===== src/rtl/dpram_fifo.sv =====
// dpram_fifo
//
// First-word-fall-through FIFO built on a one-write / one-combinational-read
// memory array. Gives a valid/ready buffer between a producer and a consumer.
//
// Parameters:
//   WIDTH        data word width in bits
//   DEPTH        number of entries (power of two, >= 2)
//   AFULL_THRESH almost_full asserts when count >= this value (1..DEPTH)
//
// Ports:
//   clk          clock, rising edge
//   rst          synchronous active-high reset
//   wr_valid     producer offers wr_data
//   wr_ready     FIFO can accept a word (low while full or in reset)
//   wr_data      write data
//   rd_valid     head word present on rd_data
//   rd_ready     consumer takes the head word
//   rd_data      head word, forced to 0 when rd_valid is low
//   count        current occupancy, 0..DEPTH
//   almost_full  count >= AFULL_THRESH
//   flush        discard all contents (only when DPRAM_FIFO_FLUSH_EN is defined)
//
// Build option:
//   DPRAM_FIFO_FLUSH_EN  adds the flush port. Without it the FIFO behaves as
//                        if flush were tied low.

module dpram_fifo #(
    parameter int WIDTH        = 32,
    parameter int DEPTH        = 16,
    parameter int AFULL_THRESH = DEPTH - 2
) (
    input  logic                     clk,
    input  logic                     rst,
    input  logic                     wr_valid,
    output logic                     wr_ready,
    input  logic [WIDTH-1:0]         wr_data,
    output logic                     rd_valid,
    input  logic                     rd_ready,
    output logic [WIDTH-1:0]         rd_data,
    output logic [$clog2(DEPTH):0]   count,
    output logic                     almost_full
`ifdef DPRAM_FIFO_FLUSH_EN
    ,
    input  logic                     flush
`endif
);

    localparam int AW = $clog2(DEPTH);
    localparam int CW = AW + 1;

    localparam logic [AW-1:0] PTR_ONE     = AW'(1);
    localparam logic [CW-1:0] CNT_ONE     = CW'(1);
    localparam logic [CW-1:0] CNT_DEPTH   = CW'(DEPTH);
    localparam logic [CW-1:0] CNT_AFULL   = CW'(AFULL_THRESH);

    logic [WIDTH-1:0] mem_q [DEPTH];

    logic [AW-1:0] wp_q, wp_d;
    logic [AW-1:0] rp_q, rp_d;
    logic [CW-1:0] count_q, count_d;

    logic flush_req;
    logic full;
    logic push;
    logic pop;

`ifdef DPRAM_FIFO_FLUSH_EN
    assign flush_req = flush;
`else
    assign flush_req = 1'b0;
`endif

    // Full/empty come from the occupancy register, never from pointer
    // equality, so wp==rp is unambiguous.
    assign full = (count_q == CNT_DEPTH);

    // wr_ready looks only at our own state, keeping the read side out of the
    // write side's combinational path; a full FIFO refuses a push even in a
    // cycle that also pops.
    assign wr_ready = !full && !rst;

    // Outputs are held quiet during the reset cycle itself, before the
    // registers have actually cleared.
    assign rd_valid    = (count_q != '0) && !rst;
    assign almost_full = (count_q >= CNT_AFULL) && !rst;
    assign count       = count_q;

    // Stale memory is never exposed: data is gated by rd_valid.
    assign rd_data = rd_valid ? mem_q[rp_q] : '0;

    assign push = wr_valid && wr_ready;
    assign pop  = rd_valid && rd_ready;

    // Next-state for pointers and occupancy. Reset beats flush, flush beats
    // any push/pop in the same cycle.
    always_comb begin
        wp_d    = wp_q;
        rp_d    = rp_q;
        count_d = count_q;
        if (rst || flush_req) begin
            wp_d    = '0;
            rp_d    = '0;
            count_d = '0;
        end else begin
            if (push) begin
                wp_d = wp_q + PTR_ONE;
            end
            if (pop) begin
                rp_d = rp_q + PTR_ONE;
            end
            if (push && !pop) begin
                count_d = count_q + CNT_ONE;
            end else if (pop && !push) begin
                count_d = count_q - CNT_ONE;
            end
        end
    end

    always_ff @(posedge clk) begin
        wp_q    <= wp_d;
        rp_q    <= rp_d;
        count_q <= count_d;
    end

    // Storage is intentionally not reset. A write during a flush cycle lands
    // in a slot that the cleared pointers immediately treat as free.
    always_ff @(posedge clk) begin
        if (push) begin
            mem_q[wp_q] <= wr_data;
        end
    end

endmodule

===== config.mk =====
export PLATFORM = sky130hd
export DESIGN_NAME = dpram_fifo
export DESIGN_NICKNAME = d
export VERILOG_FILES = /design/src/rtl/dpram_fifo.sv
export SDC_FILE = /design/constraint.sdc
export NUM_CORES = 1
export LEC_CHECK = 0
export CAP_MARGIN = 30
export CORE_ASPECT_RATIO = 0.5
export CORE_MARGIN = 3
export CORE_UTILIZATION = 55
export CTS_CLUSTER_SIZE = 14
export DETAILED_ROUTE_END_ITERATION = 10
export GPL_TIMING_DRIVEN = 0
export PLACE_DENSITY = 0.76
export SLEW_MARGIN = 15
export SYNTH_ARGS = -nofsm -noshare
export SYNTH_HDL_FRONTEND = slang
export SYNTH_SLANG_ARGS = --single-unit

===== constraint.sdc =====
create_clock -name clk -period 4.6 [get_ports clk]
set_input_delay 0.46 -clock clk [delete_from_list [all_inputs] [get_ports clk]]
set_output_delay 0.46 -clock clk [all_outputs]
set_load 0.05 [all_outputs]

Word-level counts from Yosys, hierarchy flattened:

Memory sizes are Yosys's and may differ from the RTL's. A register that Yosys moved wholly into a read port is not among the register bits.
Cells that the tools add are included.

* register bits after elaboration: 13
* RAM bits: 512
* bits of input ports: 36
* output and inout bits: 40
* memories kept: 1

* add/sub/neg operators: 4
* $lt $le $gt $ge: 1
* eq/ne operators: 1
* muxes and demuxes: 7
* reduce and logical (&&, ||, !) cells: 13

Memories
* mem_q: words 16, width 32, rd ports 1, clocked after memory_dff 1, wr ports 1, line 57 `logic [WIDTH-1:0] mem_q [DEPTH];`

Operators with widths (number)
* 32-bit 2-to-1 mux: 1
* 5-bit 2-to-1 mux: 2
* 4-bit by 1-bit adder with 4-bit output (second input constant): 2
* 4-bit 2-to-1 mux: 2
* 1-bit logical AND: 7
* 5-bit by 1-bit adder with 5-bit output (second input constant): 1
* 5-bit equality test (second input constant): 1
* 5-bit by 4-bit >= comparator with 1-bit output (second input constant): 1
* 5-bit nonzero test: 1
* 5-bit by 1-bit subtractor with 5-bit output (second input constant): 1
* 1-bit zero test: 4
* 1-bit 2-to-1 mux: 2
* 2-bit nonzero test: 1

Depth between registers and ports, before layout:

* word-level depth: 8
* depth in mapped cells: 11
* gate-level depth less buffers: 10

Worst setup path before layout:

No wires, ideal clock.

* path kind: reg2reg
* from: reg count_q[0], in the netlist count[0]
* to: mem mem_q[0][0] (enable)
* library setup time: 0.461 ns
* arrival: 3.617 ns
* path slack: 0.522 ns
* cell stages (with the launch flop): 5
* period minus slack after synthesis: 4.078 ns
* cells stage by stage: dfxtp_1 nor4_4 a211oi_2 nand2_1 nor3_1

* cells in the longest elaborated chain, start to end: 6

Ends and longest elaborated chain
* start: declaration: line 61 `logic [CW-1:0] count_q, count_d;`
* start signal: assignment: line 123 `count_q <= count_d;`
* 5-bit equality test: line 76 `assign full = (count_q == CNT_DEPTH);`
* 1-bit zero test: line 81 `assign wr_ready = !full && !rst;`
* 1-bit logical AND: line 81
* 1-bit logical AND: line 92 `assign push = wr_valid && wr_ready;`
* via push: line 65 `logic push;`
* 1-bit 2-to-1 mux: line 129 `if (push) begin`
* 1-bit 2-to-1 mux (implied by the code): line 130 `mem_q[wp_q] <= wr_data;`
* end: declaration: line 57

The timed path passes the listed nets, and every way through them passes these cells.

==> out/metrics.yaml <==
grt_antenna_before_repair: 0
tightest_slew_ns: 0.783
synth.most_common_cell: "edfxtp_1"
relSlewSlack_pct: 47.6
p_leak_nw: 7.62
seq_area_frac_synth_pct: 76.2
cp_data_required_time_ns: 4.14
avgSynthCellArea_um2: 20.5
ys.flop_type: "edfxtp_1"
crit_slowest_cell: "clkdlybuf4s50_1"
die-area_mm2: 0.0400
final_nets: 1204
vias_per_cell: 6.25
syn-num-nets: 1051
rsz0062_at_grt: "false"
setup_viol: 0
r2r-start: "count[1]"
overflow: 0
worstHoldStart: "rp_q[0]"
drv_cap: 0
ant_nets: 0
postCtsResizedCells: 0
gp_congestion: 0.780
grt_max_degree: 18
initial_core_util_pct: 56.7
crit_path_max_fanout: 10
min_path_cells: 2
crit_arrival_ns: 3.53
fmax_mhz: 250
cts_setup_buffers: 0
hp-class: "reg -> reg"
avgRoutedWirePerCell_um: 27.8
rows: 49
drc: 0
yosysUniqueCellTypes: 42
cts_sinks: 529
fin_crit_ns: 3.99
total_power_w: 0.0116
cts.reportedPaths.clkPinSlew_ns: 0.06
synth-seq-cells: 529
fp.dieW_um: 280
antennaDiodeCount: 0
core_area_mm2: 0.0364
crit_path_end_kind: "primary output"
vias: 10400
yosysTopAreaCell: "edfxtp_1"
cts_hold_buf: 0
clock_latency_ns: 0.55
cp-start-kind: "register"
synth.top_cell.area_share_pct: 74.5
hold-worst-slack_ns: 0.583
grt_usage_pct: 24.2
ys_top_cells_by_count: "edfxtp_1 (512), mux4_2 (116), nand2_1 (73)"
cts_tree: "yes"
outcome: "finished, final reports clean"
synthesis.area_mm2: 0.0206
drive_gt1_share_pct: 22.4
die_h_um: 143
grt_pass1_wl_um: 70300
power_per_cell_area_mw_per_mm2: 484
drt-initial-drc-count: 1128
fin_crit_sh_pct: 86.8
grt_pass1_vias: 11100
synth_edf_count: 512
io_pins: 76
io_buffers: 75
synth_cells: 1005
crit_family: "buffers and inverters"
max_stage_delay_ns: 0.88
ys_top_cells_by_area: "edfxtp_1 (75%), mux4_2 (13%), mux2i_1 (2.6%), dfxtp_1 (1.6%), nand2_1 (1.3%)"
area_growth_pct: 16.0
slew_violations: 0
clock_skew_ns: 0.00950
crit_chain: "buf_2 -> clkinv_1 -> clkbuf_1 -> nand2_1 -> and2_1 -> o22ai_1 -> clkdlybuf4s50_1"
peakVddDrop_uv: 409
r2r-end: "mem_q[1][11]"
hold_viol_final: 0
routed_wl_um: 46400
hold_end: "rp_q[0]"
clockRootBuffer: "clkbuf_16"
crit_type: "reg -> out"
place_hpwl_um: 29800
htreeDepth: 2
r2r_setup_slack_ns: 1.62
rr_worst_depth: 7
async_flop_share_pct: 0
cts_buffers: 45
ys_warn_count: 0
firstDrtPassIters: 5
timing.critical_path.buf_inv: 4
clockBufferDepth: 3
## cells by family after synthesis
| family | after synthesis | synth area share (%) |
|---|---|---|
| DFF | 529 | 76.2 |
| muxes | 172 | 15.4 |
| and+or+nand+nor | 168 | 3.77 |
| buffers and inverters | 62 | 1.82 |
| AOI/OAI and AO/OA | 56 | 1.85 |
| adders and majority gates | 10 | 0.643 |
| xor gates and xnor gates | 8 | 0.340 |
## tightest hold or removal path: cells and delay by family, from the launching register on
family                    cells  cell delay (ns)
xor gates and xnor gates      1             0.10
and+or+nand+nor               1             0.08
DFF                           1             0.37
## sequential cells by signal, summed over array words and instances (netlist names), named ones only
signal and count:
mem_q 512, rp_q 4, wp_q 4, count 5
## metrics by stage
| step | util [%] | TNS, ns | worst slack, ns | cell area, um^2 | instances |
|---|---|---|---|---|---|
| final | 65.7 | 0 | 0.607 | 23900 | 1665 |
| after global routing | 65.7 | 0 | 0.497 | 23900 | 1665 |
| after CTS | 65.7 | 0 | 0.618 | 23900 | 1665 |
| after detailed placement | 62.1 | 0 | 1.13 | 22600 | 1595 |
| after global placement | 60.4 | -363.40 | -2.14 | 22000 | 1564 |
| after floorplan | - | 0 | 0.522 | 20600 | 1005 |
## power breakdown
| group | switching, W | internal (W) |
|---|---|---|
| Clock | 0.00159 | 0.00193 |
| Combinational | 0.00161 | 0.000969 |
| Sequential | 0.0000831 | 0.00540 |
## worst max path at each step
stage | from | endpoint | slack (ns) | cells past startpoint
finish | register | rd_data[24] | 0.61 | 7
floorplan | count[0] | mem_q[0][0] | 0.52 | 4
CTS | register | rd_data[7] | 0.62 | 6
global placement | wr_valid | mem_q[0][12] | -2.14 | 5
detailed placement | rst | rd_data[23] | 1.13 | 7
global route | register | rd_data[7] | 0.50 | 6
## per-layer routing
metal  global-route usage (%)  up-vias  wire length (um)
li1                         -     4376                 -
met1                     34.3     5368             18500
met5                        0        -                 0
met2                     38.9      571             22400
met3                     5.13       88              4180
met4                     7.24        0              1180
## layout by cell type (no fill, tap or decap), types with 2 or more instances in the layout
| cell type | n |
|---|---|
| nor2b_1 | 2 |
| clkbuf_16 | 47 |
| a22oi_1 | 4 |
| nor3_2 | 4 |
| dfxtp_1 | 17 |
| nor2_1 | 23 |
| mux4_2 | 116 |
| buf_2 | 15 |
| ha_1 | 9 |
| xnor2_1 | 2 |
| edfxtp_1 | 512 |
| clkinv_1 | 5 |
| nor2_4 | 12 |
| mux2i_1 | 54 |
| a31oi_1 | 2 |
| a21oi_1 | 7 |
| nand2b_1 | 4 |
| o211ai_1 | 5 |
| buf_6 | 10 |
| nand2_1 | 73 |
| and2_0 | 17 |
| xor2_1 | 6 |
| o22ai_1 | 31 |
| clkbuf_1 | 27 |
| clkdlybuf4s50_1 | 75 |
| buf_16 | 13 |
| nand3_1 | 15 |
| buf_12 | 2 |
| buf_4 | 33 |
| inv_1 | 7 |
| and2_1 | 12 |
## layout make-up
cell class	instances	area, um^2
clock buffer	64	1250
multi-input combinational	414	4650
buffer	53	342
tap	484	606
clock inverter	6	57.6
sequential	529	15700
fill	2293	12500
timing repair buffer	106	1280
inverter	9	33.8
(Power assumes the default switching activity.)
